$ cat config.mk
export PLATFORM = sky130hd
export DESIGN_NAME = serial_mod_step
export DESIGN_NICKNAME = d
export VERILOG_FILES = /design/src/rtl/mod_pkg.sv /design/src/rtl/serial_mod_step.sv
export SDC_FILE = /design/constraint.sdc
export NUM_CORES = 1
export LEC_CHECK = 0
export CAP_MARGIN = 20
export CORE_AREA = 2 2 39 41
export DETAILED_ROUTE_END_ITERATION = 8
export DIE_AREA = 0 0 41 43
export SLEW_MARGIN = 15
export SYNTH_ARGS = -nofsm -noshare
export SYNTH_HDL_FRONTEND = slang
export SYNTH_SLANG_ARGS = --single-unit
$ cat constraint.sdc
create_clock -name vclk -period 1.4
set_input_delay 0.28 -clock vclk [all_inputs]
set_output_delay 0.28 -clock vclk [all_outputs]
set_load 0.05 [all_outputs]
$ cat src/rtl/mod_pkg.sv
// Shared types and helpers for the serial divisibility checker family.
// Holds the default modulus, the remainder-width rule and a saturating increment.
package mod_pkg;

    localparam int DIVISOR_DEFAULT = 5;

    typedef enum logic {
        IDLE  = 1'b0,
        ACCUM = 1'b1
    } frame_state_t;

    // Remainder width is ceil(log2(divisor)), never narrower than one bit.
    function automatic int rem_width(input int divisor);
        int w;
        w = $clog2(divisor);
        return (w < 1) ? 1 : w;
    endfunction

    function automatic logic [31:0] sat_inc(input logic [31:0] value, input logic [31:0] limit);
        return (value >= limit) ? limit : value + 32'd1;
    endfunction

endpackage

$ cat src/rtl/serial_mod_step.sv
// One bit of MSB-first remainder update: rem_out = (2*rem_in + data_bit) mod DIVISOR.
// Uses a single conditional subtract; valid because rem_in < DIVISOR.
module serial_mod_step
    import mod_pkg::*;
#(
    parameter int DIVISOR = DIVISOR_DEFAULT,
    parameter int REM_W   = rem_width(DIVISOR)
) (
    input  logic [REM_W-1:0] rem_in,
    input  logic             data_bit,
    output logic [REM_W-1:0] rem_out
);

    localparam logic [REM_W:0] DIV = (REM_W + 1)'(DIVISOR);

    logic [REM_W:0] t;
    logic [REM_W:0] t_sub;

    always_comb begin
        t       = {rem_in, data_bit};
        t_sub   = t - DIV;
        rem_out = (t >= DIV) ? t_sub[REM_W-1:0] : t[REM_W-1:0];
    end

endmodule

==> flow_summary.json <==
{
  "cp.required_ps": 1120,
  "grt_overflow": 0,
  "worstPathArrival_ps": 1260,
  "maxSlewViolCount": 0,
  "critPathLaunchType": "primary input",
  "nFlopsAndLatches": 0,
  "syn2layout_area_growth_pct": 274,
  "crit_type": "in -> out",
  "p_leak_nw": 0.127,
  "holdWs_ps": 976,
  "combPwrFrac_pct": 100.0,
  "netlist-cell-type-count": 8,
  "cap_violations": 0,
  "grt.total_usage_pct": 3.21,
  "switching_power_uw": 66.9,
  "synthesis.instances": 12,
  "drive_gt1_share_pct": 73.9,
  "port_buffers": 7,
  "seq_power_share_pct": 0,
  "setup_slack_ps": -141,
  "layout.area.seq_um2": 0,
  "peakVddDrop_v": 0.000195,
  "dp_hpwl_um": 180,
  "hp-class": "in -> out",
  "drtPass1Iterations": 1,
  "max_clock_freq_mhz": 649,
  "wl_per_cell_um": 6.00,
  "rsz0062_at_grt": "true",
  "syn_nets": 18,
  "postRouteAntennaNets": 0,
  "multi_input_area_um2": 134,
  "antenna_found_initial": 0,
  "grt_pass1_wl_um": 434,
  "violations": "setup timing",
  "row_count": 14,
  "final_common_cell": "buf_4",
  "fin_crit_sh_pct": 110,
  "p_clk_share_pct": 0,
  "tightest_slew_ps": 165,
  "outcome": "complete, but fails checks",
  "drt_first_iter_violations": 0,
  "vias_per_cell": 2.90,
  "syn_area_um2": 81.3,
  "layout_common_cells": "buf_4, nand2_1, buf_12",
  "place.gp.congestion": 0.604,
  "powerDensity_nw_per_um2": 470,
  "cp_max_fo": 3,
  "die_area_um2": 1760,
  "num_vias": 113,
  "hold_viol_final": 0,
  "wl_um": 234,
  "seq_area_frac_synth_pct": 0,
  "finalNetCount": 31,
  "final_area_um2": 304,
  "p_int_uw": 76.0,
  "fillers": 151,
  "postSynthAreaPerCell_um2": 6.78,
  "initial_core_util_pct": 5.88,
  "die-width_um": 41,
  "fin_crit_ps": 1540,
  "grt_max_degree": 4,
  "design.portCount": 7,
  "setup_viol": 2,
  "drc": 0,
  "num_antenna_cells": 0,
  "crit_path_end_kind": "output pin",
  "max-slew-margin-rel_pct": 88.7,
  "core-area_um2": 1380,
  "die_h_um": 43,
  "placed_cell_area_um2": 269,
  "netSwitchingFraction_pct": 46.8,
  "grt_pass1_vias": 112,
  "ys_warn_count": 0,
  "clock_buffer_count": 0
}
-- worst max-delay path, cell delays in order --
cell	delay (ps)
buf_8	80
inv_6	30
ha_4	140
nand2b_4	130
a21oi_4	160
mux2i_4	270
buf_12	160
-- per-layer routing --
metal	part of all wire, %	track usage [%]	routed length, um
met5	0	0	0
met4	0	0	0
met3	12	0	27
met2	50	5.00	118
met1	38	5.11	89
-- cells in the mapped netlist, drive strengths merged --
library cell | number | area (um2)
xnor2 | 1 | 8.76
nand2 | 3 | 11.3
inv | 2 | 7.51
nand2b | 1 | 6.26
nor2 | 1 | 3.75
mux2i | 1 | 10.0
a21oi | 1 | 8.76
ha | 2 | 25.0
-- cell type report --
cell class	instances	share of cell area [%]
inverters	2	4.12
multi-input cells	10	44.0
well taps	16	6.58
repair buffers	11	45.3
-- through the flow --
step	setup slack [ps]	TNS, ps	total power [mW]	cells	utilization [%]
floorplan	-210	-318	0.0664	12	-
global placement	-601	-1620	0.133	39	19.4
detailed placement	-600	-1620	0.134	39	19.4
CTS	-170	-333	0.143	39	22.0
global route	-179	-352	0.150	39	22.0
finish	-141	-276	0.143	39	22.0
-- kinds of logic after synthesis --
| group | share of synthesized area [%] |
|---|---|
| compound gates | 10.8 |
| xor+xnor | 10.8 |
| fa+ha+maj | 30.8 |
| mux | 12.3 |
| buf+inv | 9.23 |
| simple gates | 26.2 |
-- final timing paths --
path	from	endpoint	slack, ps	cells past startpoint
setup / recovery	rem_in[0]	rem_out[1]	-140	7
hold / removal	data_bit	rem_out[0]	980	4
-- repair_timing --
item                                    CTS  global route
resized for setup                        21             0
endpoints found under the setup margin    3             2
setup buffers                             0             0
pin swaps                                 3             1
hold buffers                              0             0
-- power groups by stage --
stage | combinational (mW) | sequential (mW) | clock [mW]
floorplan | 0.0664 | 0 | 0
global placement | 0.133 | 0 | 0
detailed placement | 0.134 | 0 | 0
CTS | 0.143 | 0 | 0
global route | 0.150 | 0 | 0
finish | 0.143 | 0 | 0
No activity file was read; power rests on OpenSTA's default activity.
